`src/rtl/zcu216_mmcm_drp_ctrl.sv`:
```
// DRP reconfiguration sequencer for a ZCU216 MMCM. It holds the MMCM in reset,
// applies a table of masked read-modify-write updates, then releases reset and waits for lock.
module zcu216_mmcm_drp_ctrl #(
  parameter int NUM_REGS     = 8,
  parameter int DRDY_TIMEOUT = 255,
  parameter int LOCK_TIMEOUT = 65535,
  parameter int RST_HOLD     = 8,
  localparam int IDX_W = (NUM_REGS > 1) ? $clog2(NUM_REGS) : 1
) (
  input  logic             clk,
  input  logic             rst,
  input  logic             start,
  input  logic             cfg_we,
  input  logic [IDX_W-1:0] cfg_idx,
  input  logic [6:0]       cfg_addr,
  input  logic [15:0]      cfg_mask,
  input  logic [15:0]      cfg_data,
  input  logic [4:0]       cfg_len,
  output logic [6:0]       daddr,
  output logic [15:0]      di,
  output logic             den,
  output logic             dwe,
  input  logic [15:0]      do_i,
  input  logic             drdy,
  output logic             mmcm_rst,
  input  logic             mmcm_locked,
  output logic             busy,
  output logic             done,
  output logic             error,
  output logic             lock_lost
);

  localparam int LEN_W    = $clog2(NUM_REGS + 1);
  localparam int CNT_MAX0 = (DRDY_TIMEOUT > LOCK_TIMEOUT) ? DRDY_TIMEOUT : LOCK_TIMEOUT;
  localparam int CNT_MAX  = (RST_HOLD > CNT_MAX0) ? RST_HOLD : CNT_MAX0;
  localparam int CNT_W    = $clog2(CNT_MAX + 1);
  localparam logic [CNT_W-1:0] CNT_SAT = CNT_W'(CNT_MAX);

  typedef enum logic [2:0] {
    IDLE, RST_ASSERT, RD_REQ, RD_WAIT, WR_REQ, WR_WAIT, RST_RELEASE, LOCK_WAIT
  } state_t;

  typedef struct packed {
    logic [6:0]  addr;
    logic [15:0] mask;
    logic [15:0] data;
  } entry_t;

  state_t           state, state_nxt;
  entry_t           tbl [NUM_REGS];
  entry_t           cur;
  logic [CNT_W-1:0] cnt;
  logic [LEN_W-1:0] idx, idx_inc, len, len_clamp;
  logic             armed, locked_q;
  logic             hold_end, drdy_to, lock_to, drp_to_hit, lock_to_hit;

  assign cur       = tbl[idx[IDX_W-1:0]];
  assign idx_inc   = idx + LEN_W'(1);
  assign len_clamp = (cfg_len > 5'(NUM_REGS)) ? LEN_W'(NUM_REGS) : cfg_len[LEN_W-1:0];

  assign hold_end    = cnt >= CNT_W'(RST_HOLD - 1);
  assign drdy_to     = cnt >= CNT_W'(DRDY_TIMEOUT - 1);
  assign lock_to     = cnt >= CNT_W'(LOCK_TIMEOUT - 1);
  assign drp_to_hit  = (state == RD_WAIT || state == WR_WAIT) && !drdy && drdy_to;
  assign lock_to_hit = (state == LOCK_WAIT) && !mmcm_locked && lock_to;

  // NOTE: the table has no reset; its contents are don't-care after rst, and
  // leaving it out of the reset tree lets it map onto plain flops/LUTRAM.
  always_ff @(posedge clk) begin
    if (cfg_we && state == IDLE)
      tbl[cfg_idx] <= '{addr: cfg_addr, mask: cfg_mask, data: cfg_data};
  end

  // NOTE: sequential state uses non-blocking assignments so every flop samples
  // pre-edge values regardless of process ordering.
  always_ff @(posedge clk or posedge rst) begin
    if (rst) state <= IDLE;
    else     state <= state_nxt;
  end

  // NOTE: every combinational output gets a default first so no latch is inferred.
  always_comb begin
    state_nxt = state;
    case (state)
      IDLE:        if (start) state_nxt = RST_ASSERT;
      RST_ASSERT:  if (hold_end) state_nxt = (len != '0) ? RD_REQ : RST_RELEASE;
      RD_REQ:      state_nxt = RD_WAIT;
      RD_WAIT:     if (drdy) state_nxt = WR_REQ;
                   else if (drdy_to) state_nxt = IDLE;
      WR_REQ:      state_nxt = WR_WAIT;
      WR_WAIT:     if (drdy) state_nxt = (idx_inc == len) ? RST_RELEASE : RD_REQ;
                   else if (drdy_to) state_nxt = IDLE;
      RST_RELEASE: state_nxt = LOCK_WAIT;
      LOCK_WAIT:   if (mmcm_locked || lock_to) state_nxt = IDLE;
      default:     state_nxt = IDLE;
    endcase
  end

  always_comb begin
    den   = 1'b0;
    dwe   = 1'b0;
    daddr = '0;
    busy  = (state != IDLE);
    case (state)
      RD_REQ:  begin den = 1'b1; daddr = cur.addr; end
      WR_REQ:  begin den = 1'b1; dwe = 1'b1; daddr = cur.addr; end
      default: ;
    endcase
  end

  always_ff @(posedge clk or posedge rst) begin
    if (rst) begin
      cnt       <= '0;
      idx       <= '0;
      len       <= '0;
      di        <= '0;
      mmcm_rst  <= 1'b1;
      done      <= 1'b0;
      error     <= 1'b0;
      lock_lost <= 1'b0;
      armed     <= 1'b0;
      locked_q  <= 1'b0;
    end else begin
      // One saturating counter serves reset hold, DRP wait and lock wait; it restarts on every state change.
      if (state_nxt != state)  cnt <= '0;
      else if (cnt != CNT_SAT) cnt <= cnt + CNT_W'(1);

      locked_q <= mmcm_locked;
      done     <= (state == LOCK_WAIT) && mmcm_locked;

      if (state == IDLE && start) begin
        idx       <= '0;
        len       <= len_clamp;
        error     <= 1'b0;
        lock_lost <= 1'b0;
        armed     <= 1'b0;
      end else begin
        if (state == RD_WAIT && drdy) di <= (do_i & cur.mask) | cur.data;
        if (state == WR_WAIT && drdy) idx <= idx_inc;
        if (drp_to_hit || lock_to_hit) error <= 1'b1;
        if (state == LOCK_WAIT && mmcm_locked) armed <= 1'b1;
        if (state == IDLE && armed && locked_q && !mmcm_locked) lock_lost <= 1'b1;
      end

      // A DRP timeout returns to IDLE without passing RST_RELEASE, so the MMCM stays in reset.
      if (state_nxt == RST_ASSERT)       mmcm_rst <= 1'b1;
      else if (state_nxt == RST_RELEASE) mmcm_rst <= 1'b0;
    end
  end

endmodule

```
`config.mk`:
```
export PLATFORM = sky130hd
export DESIGN_NAME = zcu216_mmcm_drp_ctrl
export DESIGN_NICKNAME = d
export VERILOG_FILES = /design/src/rtl/zcu216_mmcm_drp_ctrl.sv
export SDC_FILE = /design/constraint.sdc
export NUM_CORES = 1
export LEC_CHECK = 0
export CAP_MARGIN = 30
export CORE_MARGIN = 3
export CORE_UTILIZATION = 55
export CTS_CLUSTER_DIAMETER = 40
export CTS_CLUSTER_SIZE = 10
export DETAILED_ROUTE_END_ITERATION = 6
export GPL_ROUTABILITY_DRIVEN = 0
export MAX_ROUTING_LAYER = met4
export PLACE_DENSITY_LB_ADDON = 0.2
export SLEW_MARGIN = 20
export SYNTH_ARGS = -nofsm -noshare
export SYNTH_HDL_FRONTEND = slang
export SYNTH_SLANG_ARGS = --single-unit
```
`constraint.sdc`:
```
create_clock -name clk -period 7.9 [get_ports clk]
set_input_delay 0.79 -clock clk [delete_from_list [all_inputs] [get_ports clk]]
set_output_delay 0.79 -clock clk [all_outputs]
set_load 0.02 [all_outputs]
```
==> results of run 1 <==
per-layer routing:
metal	part of all wire [%]	up-vias	track usage, %
li1	-	3196	-
met1	41	3761	28.7
met2	51	270	34.9
met3	5.8	44	3.57
met4	2.0	0	6.40
met5	0	-	-
sequential cells by signal (all words and copies together) (netlist names):
signal / count
armed: 1
tbl: 312
locked_q: 1
mmcm_rst: 1
idx: 4
error: 1
di: 16
state: 3
lock_lost: 1
len: 4
done: 1
cnt: 16
path summary, 6_finish.rpt:
check | endpoint | depth (start not counted) | slack [ns] | start
max | daddr[1] | 4 | 4.27 | idx[0]
min | di[9] | 1 | 0.48 | di[9]
max reg2reg | di[14] | 5 | 4.85 | idx[0]
min reg2reg | di[9] | 1 | 0.48 | di[9]
max in group asynchronous | idx[0] | 3 | 6.54 | rst
min in group asynchronous | di[7] | 3 | 0.80 | rst
per-stage QoR:
step,power (µW),setup slack [ns],hold slack [ns],area (µm²)
6_report,5450,4.27,0.477,16900
5_1_grt,5690,4.06,0.490,16900
4_1_cts,5500,4.17,0.479,16900
3_5_place_dp,3570,4.74,0.468,15500
3_3_place_gp,3530,4.66,0.463,15500
2_1_floorplan,3210,3.53,0.464,14100
worst reg2reg max path, cell delays in order, from the launching register on:
cell      delay (ns)
dfrtp_4         0.96
buf_4           0.82
mux4_2          0.62
a211oi_1        0.26
a211oi_1        0.08
a21o_1          0.20
cell usage after synthesis (all sizes together):
master,count
edfxtp,312
mux4,78
dfrtp,48
nor2,44
a211oi,35
nand2,30
a21oi,21
clkbuf,20
nand3,17
a21o,16
xor2,13
buf,12
nor3,9
xnor2,9
inv,7
mux2i,7
nor4,6
nand4,4
o21ai,4
ha,3
and3,2
nand2b,2
nand3b,2
nor2b,2
nor3b,2
o22ai,2
or3,2
a2111oi,1
a211o,1
a31oi,1
and2,1
and4,1
and4b,1
dfstp,1
nand4b,1
o21a,1
o221ai,1
o31ai,1
o32ai,1
o41ai,1
or2,1
or3b,1
or4,1
logic make-up (layout without fill, tap and decap cells):
family | after synthesis | in the layout | synth area share, %
buffers and inverters | 39 | 196 | 1.18
DFF | 361 | 361 | 75.3
AOI/OAI and AO/OA | 86 | 86 | 4.17
muxes | 85 | 85 | 13.0
and+or+nand+nor | 129 | 129 | 4.58
adders and majority gates | 3 | 3 | 0.267
xor gates and xnor gates | 22 | 22 | 1.50
power by group:
group          switching [µW]  leakage [µW]  internal [µW]
Clock                     727      0.000689           1200
Sequential                187       0.00345           2200
Combinational             530       0.00151            605
Total                    1440       0.00565           4010
area by class of cell:
class / instances / area share (%)
multi-input combinational: 325 / 19.9
clock inverter: 11 / 0.931
tap: 324 / 2.39
inverter: 7 / 0.155
timing repair buffer: 110 / 6.56
sequential: 361 / 62.6
clock buffer: 68 / 7.46
==> results.yml, run 1 <==
run_status:
  status: "finished, final reports clean"
layout:
  final_util_pct: 68.4
  num-fill-cells: 1464
  n_antenna_cell: 0
  seq_area_mm2: 0.0106
  nNetsFinal: 922
  areaGrowthSynthToFinish_pct: 20.4
  final_cells: 1206
  final_common_cell: "edfxtp_1"
  final_cell_mix: "edfxtp_1 (312), clkdlybuf4s50_1 (98), mux4_2 (78)"
  multi_input_area_mm2: 0.00337
  drive_above_1_share_pct: 19.0
timing:
  setup-tns-final_ns: 0
  rsz0062_at_grt: "no"
  max_freq_ghz: 0.275
  slew_headroom_pct: 42.8
  worst_pin_slew_ns: 0.858
  setup_viol: 0
  drv_slew: 0
  clock_skew_ns: 0.0137
  min_period_ns: 3.63
  finalHoldViolCount: 0
  fin_crit_sh_pct: 46.0
floorplanning:
  num_rows: 57
  core-area_mm2: 0.0247
  die_h_um: 166
  ioPinCount: 99
  dieArea_mm2: 0.0275
  fp.dieW_um: 166
  initial_core_util_pct: 56.9
place:
  dp.cells: 1127
  port_buffers: 98
  dpl.hpwl_um: 15400
drt:
  first_iter_violations: 664
  dr.pass1.iters: 5
  viasPerCell: 6.03
  drt-total-wl_um: 28300
  routedWlPerCell_um: 23.5
  drcViolationCount: 0
  route.vias.total: 7271
  ant_nets: 0
worst_setup_path:
  worstSetupStartpointType: "flop"
  crit_fanout: 40
  max_stage_delay_ns: 0.96
  crit_slowest_cell: "dfrtp_4"
  cp_top_family: "flip-flops"
  end_kind: "primary output"
  crit_required_ns: 7.11
  cp_cell_sequence: "mux4_2 -> mux2i_1 -> nor2_1 -> clkdlybuf4s50_1"
  arrival_ns: 2.84
  crit_type: "flop to primary output"
  path_buf_inv: 1
clock_network:
  cts_tree: "yes"
  htreeDepth: 2
  path_clk_slew_ns: 0.05
  clock_path_buffers: 3
  cts_resized: 0
  cts_buffers: 45
  numClockSinks: 361
  cts_root_buffer: "clkbuf_16"
  ctsHoldBuffers: 0
  clock_insertion_delay_worst_skew_ns: 0.53
  postCtsSetupRepairBufs: 0
synthesis:
  ys_seq_elements: 361
  synth_cells: 725
  synth_warnings: 0
  synth_area_mm2: 0.0141
  synth-seq-area-share_pct: 75.3
  synthTopCellsByArea: "edfxtp_1 (67%), mux4_2 (12%), dfrtp_1 (8.5%)"
  avgSynthCellArea_um2: 19.4
  yosysTopAreaCellShare_pct: 66.6
  ys_types: 50
  synth_area_leader_cell: "edfxtp_1"
  synth_fp_nets: 797
power:
  p_per_area_mw_per_mm2: 322
  peakVddDrop_mv: 0.188
  p_leak_uw: 0.00565
run:
  max_cap_viol_count: 0
global_routing:
  grt_pass1_vias: 7837
  grt_use_total_pct: 21.5
  grt_max_degree: 50
  antenna_found_initial: 0
  gr-total-overflow: 0
  grt_pass1_wl_um: 44600
min_path:
  hold_class: "flop to flop"
Power figures use the tool's default switching activity.
==> run 2: changes to the inputs <==
Settings changed: CORE_UTILIZATION 55 to 53.
Clock period 7.9 ns to 3.14 ns, I/O delays scaled along.
==> run 2 against run 1 <==
Cell area increased by 1.1%. First-iteration DRC count rose by 6.6%. Largest cell class unchanged. Critical path type unchanged. Hold slack got worse by 0.26 ns. Die area up 3.6%. Clock power grew to 2.6 times the previous value. Non-clock buffer count rose by 14.
==> results.yml, run 2 (same netlist as run 1, synthesis figures left out) <==
clock_network:
  clock_path_buffers: 3
  ctsHoldBuffers: 0
  cts_root_buffer: "clkbuf_16"
  clock_insertion_delay_worst_skew_ns: 0.55
  numClockSinks: 361
  cts_tree: "yes"
  htreeDepth: 2
  cts_resized: 0
  postCtsSetupRepairBufs: 0
  path_clk_slew_ns: 0.05
  cts_buffers: 48
floorplanning:
  dieArea_mm2: 0.0285
  initial_core_util_pct: 54.0
  num_rows: 59
  core-area_mm2: 0.0261
  fp.dieW_um: 169
  ioPinCount: 99
  die_h_um: 169
worst_setup_path:
  end_kind: "primary output"
  max_stage_delay_ns: 0.70
  crit_fanout: 22
  cp_top_family: "multiplexers"
  crit_required_ns: 2.83
  cp_cell_sequence: "mux4_2 -> mux2i_1 -> nor2_1 -> clkdlybuf4s50_1"
  arrival_ns: 2.61
  crit_slowest_cell: "dfrtp_4"
  crit_type: "flop to primary output"
  worstSetupStartpointType: "flop"
  path_buf_inv: 1
place:
  dp.cells: 1152
  dpl.hpwl_um: 16800
  port_buffers: 98
global_routing:
  grt_pass1_vias: 7794
  grt_max_degree: 43
  grt_pass1_wl_um: 45200
  antenna_found_initial: 0
  gr-total-overflow: 0
  grt_use_total_pct: 21.4
power:
  p_seq_share_pct: 42.6
  peakVddDrop_mv: 0.621
  switching_share_pct: 27.2
  power_uw: 13800
  power.switching_uw: 3760
  p_comb_share_pct: 21.7
  pwr-share-clk_pct: 35.6
  p_per_area_mw_per_mm2: 808
  p_leak_uw: 0.00575
  p_int_uw: 10100
timing:
  drv_slew: 0
  clock_skew_ns: 0.0140
  fin_crit_sh_pct: 93.1
  slew_headroom_pct: 45.0
  worst_pin_slew_ns: 0.820
  timing.hold.ws_ns: 0.213
  setup_viol: 0
  min_period_ns: 2.92
  rsz0062_at_grt: "no"
  max_freq_ghz: 0.342
  finalHoldViolCount: 0
layout:
  final_cells: 1243
  nNetsFinal: 939
  largest_reg_flops: 312
  top_regs: "tbl (312), cnt (16), di (16)"
  final_common_cell: "edfxtp_1"
  areaGrowthSynthToFinish_pct: 21.7
  top_register: "tbl"
  drive_above_1_share_pct: 21.2
  final_cell_mix: "edfxtp_1 (312), clkdlybuf4s50_1 (98), mux4_2 (78)"
  num-fill-cells: 1707
drt:
  drt-total-wl_um: 29100
  dr.pass1.iters: 5
  viasPerCell: 5.99
  route.vias.total: 7443
  ant_nets: 0
  first_iter_violations: 708
  routedWlPerCell_um: 23.4
  drcViolationCount: 0
run:
  max_cap_viol_count: 0
run_status:
  status: "finished, final reports clean"
min_path:
  hold_class: "primary input to asynchronous set/reset pin"
## run 2: per-stage QoR
step                      utilization [%]  worst slack (ns)  setup TNS [ns]  cell area (µm²)
final                                65.7             0.218               0            17100
after CTS                            65.7             0.147               0            17100
after global placement               60.0             0.733               0            15600
after floorplan                         -            -0.193          -46.96            14100
after detailed placement             60.0             0.690               0            15600
after global routing                 65.7            0.0568               0            17100
## run 2: per-layer routing
metal / vias to the layer above / routed length [µm] / global-route usage, %
met5: - / 0 / -
met4: 0 / 728 / 7.04
met3: 68 / 1850 / 3.83
met2: 253 / 14600 / 34.4
met1: 3880 / 11900 / 28.4
li1: 3242 / - / -
## run 2: final timing paths
check	start	end	slack [ns]	depth (start not counted)
max	idx[0]	daddr[6]	0.22	4
min	rst	cnt[1]	0.21	2
max reg2reg	idx[1]	mmcm_rst	0.65	7
min reg2reg	di[1]	di[1]	0.48	1
max in group asynchronous	rst	di[12]	2.23	3
min in group clk	mmcm_locked	locked_q	0.34	1
## run 2: power by group through the flow
stage / registers (µW) / logic, µW / clock network (µW)
finish: 5900 / 3010 / 4940
global placement: 5970 / 2970 / 0
detailed placement: 5990 / 3040 / 0
global route: 5950 / 3260 / 5240
CTS: 5910 / 3060 / 5030
floorplan: 5890 / 2170 / 0
## run 2: layout make-up
type	instances	area, µm²	area share (%)
inverters	7	26.3	0.153
repair buffers	124	1210	7.09
flip-flops and latches	361	10600	61.9
well taps	335	419	2.45
multi-input cells	325	3380	19.7
clock inverters	15	130	0.760
diodes	1	2.50	0.0146
clock buffers	75	1350	7.90
==> run 3: changes to the inputs <==
Settings changed: ABC_AREA set to 1, PLACE_DENSITY set to 0.76, PLACE_DENSITY_LB_ADDON 0.2 to unset, RECOVER_POWER set to 100.
==> run 3 against run 2 <==
Routed wire length grew 17%. Area after synthesis rose by 4.5%. Power fell by 8.0%. Critical path type unchanged. Highest routed layer unchanged. Sequential power shrank 3%. Sequential cell count is the same. Clock skew increased by 0.0020 ns. Via count rose by 34%. Non-clock buffer count stayed put. Hold slack better by 0.19 ns.
==> results.yml, run 3 <==
run_status:
  status: "finished, final reports clean"
clock_network:
  htreeDepth: 2
  cts_root_buffer: "clkbuf_16"
  cts_tree: "yes"
  numClockSinks: 361
  clock_insertion_delay_worst_skew_ns: 0.54
  cts_buffers: 47
  postCtsSetupRepairBufs: 0
  path_clk_slew_ns: 0.05
  clock_path_buffers: 3
synthesis:
  ys_top_cells_by_count: "edfxtp_1 (312), nor2_1 (248), o21ai_0 (185)"
  synth_cells: 1228
  synth_warnings: 0
  synth_area_leader_cell: "edfxtp_1"
  synthTopCellsByArea: "edfxtp_1 (64%), dfrtp_1 (8.2%), nor2_1 (6.3%)"
  async_reset_ff_share_pct: 13.6
  synth_edf_count: 312
  synth_area_mm2: 0.0147
  synth_ff_type: "edfxtp_1"
  synth_fp_nets: 1300
  avgSynthCellArea_um2: 12.0
  ys_types: 35
  synth.most_common_cell: "edfxtp_1"
  synth-seq-area-share_pct: 72.1
  yosysTopAreaCellShare_pct: 63.7
  ys_seq_elements: 361
min_path:
  whs_path_depth: 1
  holdPathEnd: "locked_q"
  hold_start: "mmcm_locked"
  hold_class: "primary input to flop"
global_routing:
  grt_use_total_pct: 23.1
  grt_pass1_vias: 9584
  grt_pass1_wl_um: 52400
  grt_max_degree: 133
  gr-total-overflow: 0
  antenna_found_initial: 3
floorplanning:
  num_rows: 60
  ioPinCount: 99
  dieArea_mm2: 0.0298
  core-area_mm2: 0.0271
  die_h_um: 173
  fp.dieW_um: 173
  initial_core_util_pct: 54.2
timing:
  worst_pin_slew_ns: 1.38
  max_freq_ghz: 0.331
  clock_skew_ns: 0.0160
  setup_viol: 0
  setup_ws_ns: 0.120
  slew_headroom_pct: 8.33
  drv_slew: 0
  min_period_ns: 3.02
  finalHoldViolCount: 0
  fin_crit_sh_pct: 96.2
  rsz0062_at_grt: "no"
drt:
  top_layer_used: "met4"
  wl_met3_um: 2550
  drcViolationCount: 0
  route.vias.total: 9993
  routedWlPerCell_um: 19.5
  dr.pass1.iters: 5
  ant_nets: 0
  viasPerCell: 5.72
  wl_met1_um: 13800
  drt-total-wl_um: 34100
  met2_length_um: 16500
  first_iter_violations: 1097
worst_setup_path:
  crit_required_ns: 2.83
  r2r_start: "idx[0]"
  end_kind: "primary output"
  cp_common_cell: "nor2_1"
  crit_fanout: 8
  arrival_ns: 2.71
  max_stage_delay_ns: 0.69
  r2r_slack_ns: 0.25
  r2r_end: "di[10]"
  cp_cell_sequence: "inv_1 -> nor2_1 -> nor2_1 -> inv_2 -> o21ai_0 -> a31oi_1 -> dlygate4sd3_1"
  crit_type: "flop to primary output"
  worstSetupStartpointType: "flop"
  rr_worst_depth: 8
  crit_slowest_cell: "dlygate4sd3_1"
power:
  peakVddDrop_mv: 0.476
  power_uw: 12700
  p_per_area_mw_per_mm2: 731
  p_leak_uw: 0.00620
layout:
  top_register: "tbl"
  drive_above_1_share_pct: 8.38
  areaGrowthSynthToFinish_pct: 18.7
  num-fill-cells: 1984
  top_regs: "tbl (312), cnt (16), di (16)"
  nNetsFinal: 1410
  largest_reg_flops: 312
  final_cell_mix: "edfxtp_1 (312), nor2_1 (246), o21ai_0 (185)"
  final_common_cell: "edfxtp_1"
run:
  max_cap_viol_count: 0
place:
  dpl.hpwl_um: 20200
  pre_cts_ws_ns: 0.633
  port_buffers: 98
run 3: critical path, delay by kind of cell, from the launching register on:
| family | cells | cell delay, ns |
|---|---|---|
| buffers and inverters | 3 | 1.04 |
| AND/OR/NAND/NOR | 2 | 0.54 |
| flip-flops | 1 | 0.41 |
| AO/OA/AOI/OAI | 2 | 0.17 |
run 3: what timing repair did:
| item | 4_1_cts | 5_1_grt |
|---|---|---|
| endpoints found under the setup margin | 0 | 5 |
| hold endpoints to repair | 0 | 0 |
| gates resized for setup | 0 | 5 |
| hold buffers | 0 | 0 |
run 3: where the power goes:
group          switching (µW)  leakage [µW]  internal [µW]
sequential                206       0.00345           5550
combinational            1540       0.00208            704
clock                    1890      0.000679           2850
total                    3640       0.00620           9110
run 3: routing by layer:
metal,vias to the layer above,GRT usage [%]
met1,4847,29.4
met4,0,8.99
met3,72,4.42
met2,444,37.0
met5,-,-
li1,4630,-
run 3: how the worst max path moves through the flow:
stage / cells after the start / endpoint / start
2_1_floorplan: 7 / tbl[2][0] / state[0]
3_3_place_gp: 6 / daddr[0] / idx[0]
3_5_place_dp: 8 / tbl[6][38] / state[0]
4_1_cts: 6 / daddr[1] / idx[1]
5_1_grt: 8 / di[1] / idx[0]
6_report: 7 / daddr[4] / state[2]
run 3: through the flow:
stage / instance area [µm²] / hold slack, ns / setup TNS (ns) / std cells / util (%)
after floorplan: 14700 / 0.345 / -179.32 / 1228 / -
after global placement: 16200 / 0.465 / 0 / 1661 / 59.6
after detailed placement: 16200 / 0.475 / 0 / 1661 / 59.6
after CTS: 17500 / 0.157 / 0 / 1745 / 64.8
after global routing: 17400 / 0.394 / 0 / 1747 / 64.4
final: 17400 / 0.399 / 0 / 1747 / 64.4
run 3: kinds of logic after synthesis:
| family | Yosys count | synth area share, % |
|---|---|---|
| AO/OA/AOI/OAI | 283 | 10.7 |
| buffers and inverters | 105 | 2.90 |
| AND/OR/NAND/NOR | 467 | 13.5 |
| XOR/XNOR | 9 | 0.536 |
| adder cells (fa/ha/maj) | 3 | 0.255 |
| flip-flops | 361 | 72.1 |
run 3: layout make-up:
| cell class | count | area, µm² | area share [%] |
|---|---|---|---|
| diodes | 2 | 5.00 | 0.0287 |
| clock buffers | 70 | 1290 | 7.41 |
| clock inverters | 14 | 104 | 0.595 |
| inverters | 42 | 166 | 0.954 |
| multi-input cells | 762 | 3670 | 21.1 |
| flip-flops and latches | 361 | 10600 | 60.8 |
| well taps | 372 | 465 | 2.67 |
| repair buffers | 124 | 1130 | 6.48 |
